[src/rtl/reg_file.sv]
// 32x32 register file: two combinational read ports, one clocked write port.
// Optional write-to-read forwarding is enabled by defining REG_FILE_BYPASS_EN.
module reg_file #(
  parameter int WIDTH  = 32,
  parameter int ADDR_W = 5
) (
  input  logic              clk,
  input  logic              reset,
  input  logic [ADDR_W-1:0] read_reg1,
  input  logic [ADDR_W-1:0] read_reg2,
  input  logic [ADDR_W-1:0] write_reg,
  input  logic [WIDTH-1:0]  write_data,
  input  logic              reg_write,
  output logic [WIDTH-1:0]  read_data1,
  output logic [WIDTH-1:0]  read_data2
);

  localparam int DEPTH = 2 ** ADDR_W;

  logic [WIDTH-1:0] mem [DEPTH];
  logic             wr_en;

  assign wr_en = reg_write && (write_reg != '0);

  always_ff @(posedge clk) begin
    if (reset) begin
      for (int i = 0; i < DEPTH; i++) begin
        mem[i] <= '0;
      end
    end else if (wr_en) begin
      mem[write_reg] <= write_data;
    end
  end

  // Entry 0 is masked on read so it stays zero regardless of array state.
  always_comb begin
    read_data1 = '0;
    read_data2 = '0;
    if (!reset) begin
      if (read_reg1 != '0) read_data1 = mem[read_reg1];
      if (read_reg2 != '0) read_data2 = mem[read_reg2];
`ifdef REG_FILE_BYPASS_EN
      if (wr_en && (read_reg1 == write_reg)) read_data1 = write_data;
      if (wr_en && (read_reg2 == write_reg)) read_data2 = write_data;
`endif
    end
  end

endmodule

[config.mk]
export PLATFORM = sky130hd
export DESIGN_NAME = reg_file
export DESIGN_NICKNAME = d
export VERILOG_FILES = /design/src/rtl/reg_file.sv
export SDC_FILE = /design/constraint.sdc
export NUM_CORES = 2
export LEC_CHECK = 0
export BUFFER_PORTS_ARGS = -buffer_cell sky130_fd_sc_hd__buf_4
export CAP_MARGIN = 10
export CELL_PAD_IN_SITES_DETAIL_PLACEMENT = 0
export CELL_PAD_IN_SITES_GLOBAL_PLACEMENT = 1
export CORE_ASPECT_RATIO = 0.7
export CORE_MARGIN = 2
export CORE_UTILIZATION = 48
export CTS_CLUSTER_DIAMETER = 150
export DETAILED_ROUTE_END_ITERATION = 10
export PLACE_DENSITY = 0.79
export SKIP_LAST_GASP = 1
export SLEW_MARGIN = 20
export SYNTH_ARGS = -nofsm -noshare
export SYNTH_HDL_FRONTEND = slang
export SYNTH_SLANG_ARGS = --single-unit
export TNS_END_PERCENT = 1
[constraint.sdc]
create_clock -name clk -period 1.6 [get_ports clk]
set_input_delay 0.08 -clock clk [delete_from_list [all_inputs] [get_ports clk]]
set_output_delay 0.08 -clock clk [all_outputs]
set_load 0.01 [all_outputs]
# Yosys cells after proc, flatten, opt, wreduce, memory -nomap -nowiden
# Memories as Yosys holds them, arrays and structs flattened.
# Cells that the tools add are included.
# Widths: inputs -> output; s select.
[totals]
register_bits = 0
ramBits = 1024
memories = 1
[mem_list]
columns = ["name", "words", "word_bits", "rd", "rd_ports_with_merged_regs", "write_ports", "line_no", "text"]
rows = [
  ["mem", 32, 32, 2, 0, 32, "20", "logic [WIDTH-1:0] mem [DEPTH];"],
]
[op_classes]
mux = 12
reduce_logical = 5
[ops]
columns = ["op", "count"]
rows = [
  ["$mux 32", 5],
  ["$reduce_or 32->1", 1],
  ["$reduce_bool 5->1", 3],
  ["$mux 1", 6],
  ["$mux 5", 1],
  ["$logic_and 1x1->1", 1],
]

# Longest topological paths before layout
[logic_depth]
ltp_word = 7
depth_mapped = 8
depth_no_buf = 5

# Least setup slack after synthesis
# OpenSTA, ideal clock, no wires.
[synth_timing]
path_kind = "input -> register"
startpoint = "input port reset"
endpoint = "memory mem[12][0], enable pin"
setup_ns = 0.375
t_arrival_ns = 1.331
path_slack_ns = -0.105
stages = 5
path_buffers = 1
cell_sequence = "nand2b_1 or3_1 buf_4 nor2_4 or2_2"
[synth_rtl]
columns = ["item", "line_no", "text"]
rows = [
  ["start, declared", "8", "input logic reset,"],
  ["end, declared", "20", ""],
]

==> metrics <==
top cell type's share of synthesized area 56.63%; hold violation total from the final report 0; Total Die Area 115900 µm²; Sequential Power Share 49.2%; crit path from mem[10][0]; Layout Nets 4425; initial antenna violation count 11; share of cells above drive strength 1 27.25%; vias per cell 6.364; largest cells by area after synthesis edfxtp_1 (57%), and2_1 (11%), mux4_2 (9.4%); CP startpoint kind flop; nature of the critical path endpoint primary output; post-synth top area cell edfxtp_1; max FFs per register 1024; ys async rst share 0%; Syn Std Cell Area 54300 µm²; Biggest register mem; Total Routing Usage GR 33.27%; Synth-to-Final Area Change 21.65%; Power Dens Cells 976.0 nW/µm²; initial drt markers 5146; htree depth 3; worst hold start write_reg[4]; total global routing overflow 0; Core Rows 103; Hold Crit Class in2reg; RSZ-0062 raised after global routing true; number of synthesized flops with an enable pin 1024; PortBufs 113; Die H 285.4 µm; CP required 1.52 ns; sw power 16.30 mW; # setup viols final 979; synthesis-stage register bit count 1024; clock period minus worst slack 2.693 ns; Arr. time, crit path 2.61 ns; clock sinks 1024; vias in the first global route 37.04k; total power 64.47 mW; Mapped Cells 3895; Top FF cell, synth edfxtp_1; CTS tree done; first-pass GRT wire length 272300 µm; Bufs on Longest Clock Path 3; fin cells 5987; largest net degree at the start of global routing 36; P_leak 24.66 nW; fin crit share 168.3%; status finished, violations left; Clk network pwr share 37.3%; Worst Path Max Fanout 2; final setup margin -1.093 ns; Num CTS Buffers 103; peak supply drop 0.8526 mV; Max Clock Freq 371.4 MHz; DP Wirelength 132000 µm; Starting Density 48.26%; Slew Viols, Final 0; Clock Tree Root clkbuf_16; Avg Cell Area, Syn 13.94 µm²; Yosys cell types 48; placed insts 5758; Largest regs mem: 1024 flops; Final ANT Viol Nets 0; pre-CTS WS -1.157 ns; Synth Warn # 0; Die Wd 406.0 µm; Seq/Total Area, Yosys 56.63%; Final Util 58.72%; Final Cell Area 66060 µm²; GP Congestion 0.9220; Logic pwr share 13.5%; vias 38.10k; cell-internal power 48.17 mW; Ports 114; worst slew pin tran 0.5458 ns; Avg WL per Cell 32.27 µm; Slew HR 63.23%; Max Cap Viol 0; failing checks negative setup slack; Core Region 112500 µm²; Switching Share 25.28%; routed wire length 193200 µm; clock transition at the registers of the reported paths 0.06 ns; Placement Cell Area 62220 µm²; Worst Setup Path Type reg2out; DRC viols 0; DR pass1 iterations 7
## per-layer routing
metal | wire length (µm) | vias up | track usage, %
met5 | 25 | - | 0
met3 | 28230 | 426 | 12.18
met1 | 74130 | 19238 | 46.31
met4 | 7156 | 4 | 11.19
met2 | 83650 | 2628 | 48.29
li1 | - | 15803 | -
## layout make-up
| type | instances | area (µm²) |
|---|---|---|
| Tap cell | 1522 | 1904 |
| Antenna cell | 3 | 7.507 |
| Clock inverter | 64 | 541.8 |
| Timing Repair Buffer | 757 | 8100 |
| Fill cell | 8556 | 46450 |
| Inverter | 1 | 3.754 |
| Multi-Input combinational cell | 2488 | 22040 |
| Sequential cell | 1024 | 30750 |
| Clock buffer | 128 | 2714 |
## worst max-delay path, cell delays in order, from the launching register on
cell and delay (ns):
edfxtp_1 0.39, mux4_2 0.52, a22oi_2 0.17, buf_4 0.16
nand4_1 0.27, buf_4 0.26, buf_6 0.11
## logic make-up (layout without fill, tap and decap cells)
kind of cell	after synthesis	in the layout	synth area share, %
and+or+nand+nor	1243	1243	14.05
DFF	1024	1024	56.63
muxes	734	734	19.70
AOI/OAI and AO/OA	479	479	5.952
buffers and inverters	414	950	3.664
other	1	35	0.006906
## worst paths after layout
path,end,depth (start not counted),slack (ns)
setup / recovery,read_data1[0],6,-1.09
hold / removal,mem[11][29],5,0.26
## cell usage after synthesis, types with 2 or more instances
library cell  number
nor3b_1            2
nand2_1           67
edfxtp_1        1024
clkbuf_1         251
o211ai_1           4
buf_6             14
nand2b_1           5
nor4_1             2
nor2_4             7
buf_4             22
nor2_2             6
or4_1              2
nor2b_1            6
clkbuf_2          21
nor2_1            26
or2_2             33
buf_2             99
o22ai_1          187
nor3_2             2
mux2_2             3
or3b_2             3
or3b_4             2
mux4_2           227
or3_1              3
mux2i_1          473
a21oi_1            4
mux4_1            31
a22oi_1          186
nand3b_1           9
nor3_1             3
nand3_1            5
o21ai_0           64
buf_12             6
and2_1           993
nand4_1           61
a221oi_1          30
## cell usage in the layout (no fill, tap or decap), types with 8 or more instances in the layout
cell	instances
a221oi_1	30
or2_2	32
conb_1	32
clkinv_1	32
o21ai_0	57
o22ai_1	185
nor2_2	9
mux4_2	233
clkbuf_1	23
nor2_4	25
clkinv_2	15
a22oi_1	164
buf_6	12
dlygate4sd3_1	33
mux2i_1	471
bufinv_16	8
nand3b_1	9
clkbuf_16	106
buf_4	528
nand4_1	61
and2_1	992
a22oi_2	22
nand2_1	67
buf_12	177
mux4_1	25
edfxtp_1	1024
## power by group through the flow
| stage | logic, mW | registers [mW] | clock network, mW |
|---|---|---|---|
| floorplan | 4.25 | 32.0 | 0 |
| global placement | 8.28 | 32.2 | 0 |
| CTS | 8.44 | 31.7 | 24.1 |
| detailed placement | 8.33 | 32.3 | 0 |
| global route | 8.95 | 31.9 | 25.1 |
| finish | 8.69 | 31.7 | 24.0 |
## metrics by stage
stage	TNS [ns]	hold slack, ns
2_1_floorplan	-16.91	0.2782
3_3_place_gp	-263.26	0.5227
3_5_place_dp	-299.76	0.5297
4_1_cts	-94.30	0.2066
5_1_grt	-167.19	0.2360
6_report	-123.71	0.2572
## repair_timing
action | 4_1_cts | 5_1_grt
gates cloned | 0 | 1
hold endpoints to repair | 1004 | 0
setup endpoints to repair | 64 | 1563
pin swaps | 2 | 32
setup buffers | 0 | 5
hold buffers | 33 | 0
gates resized for setup | 5 | 56
Power figures use the tool's default switching activity.
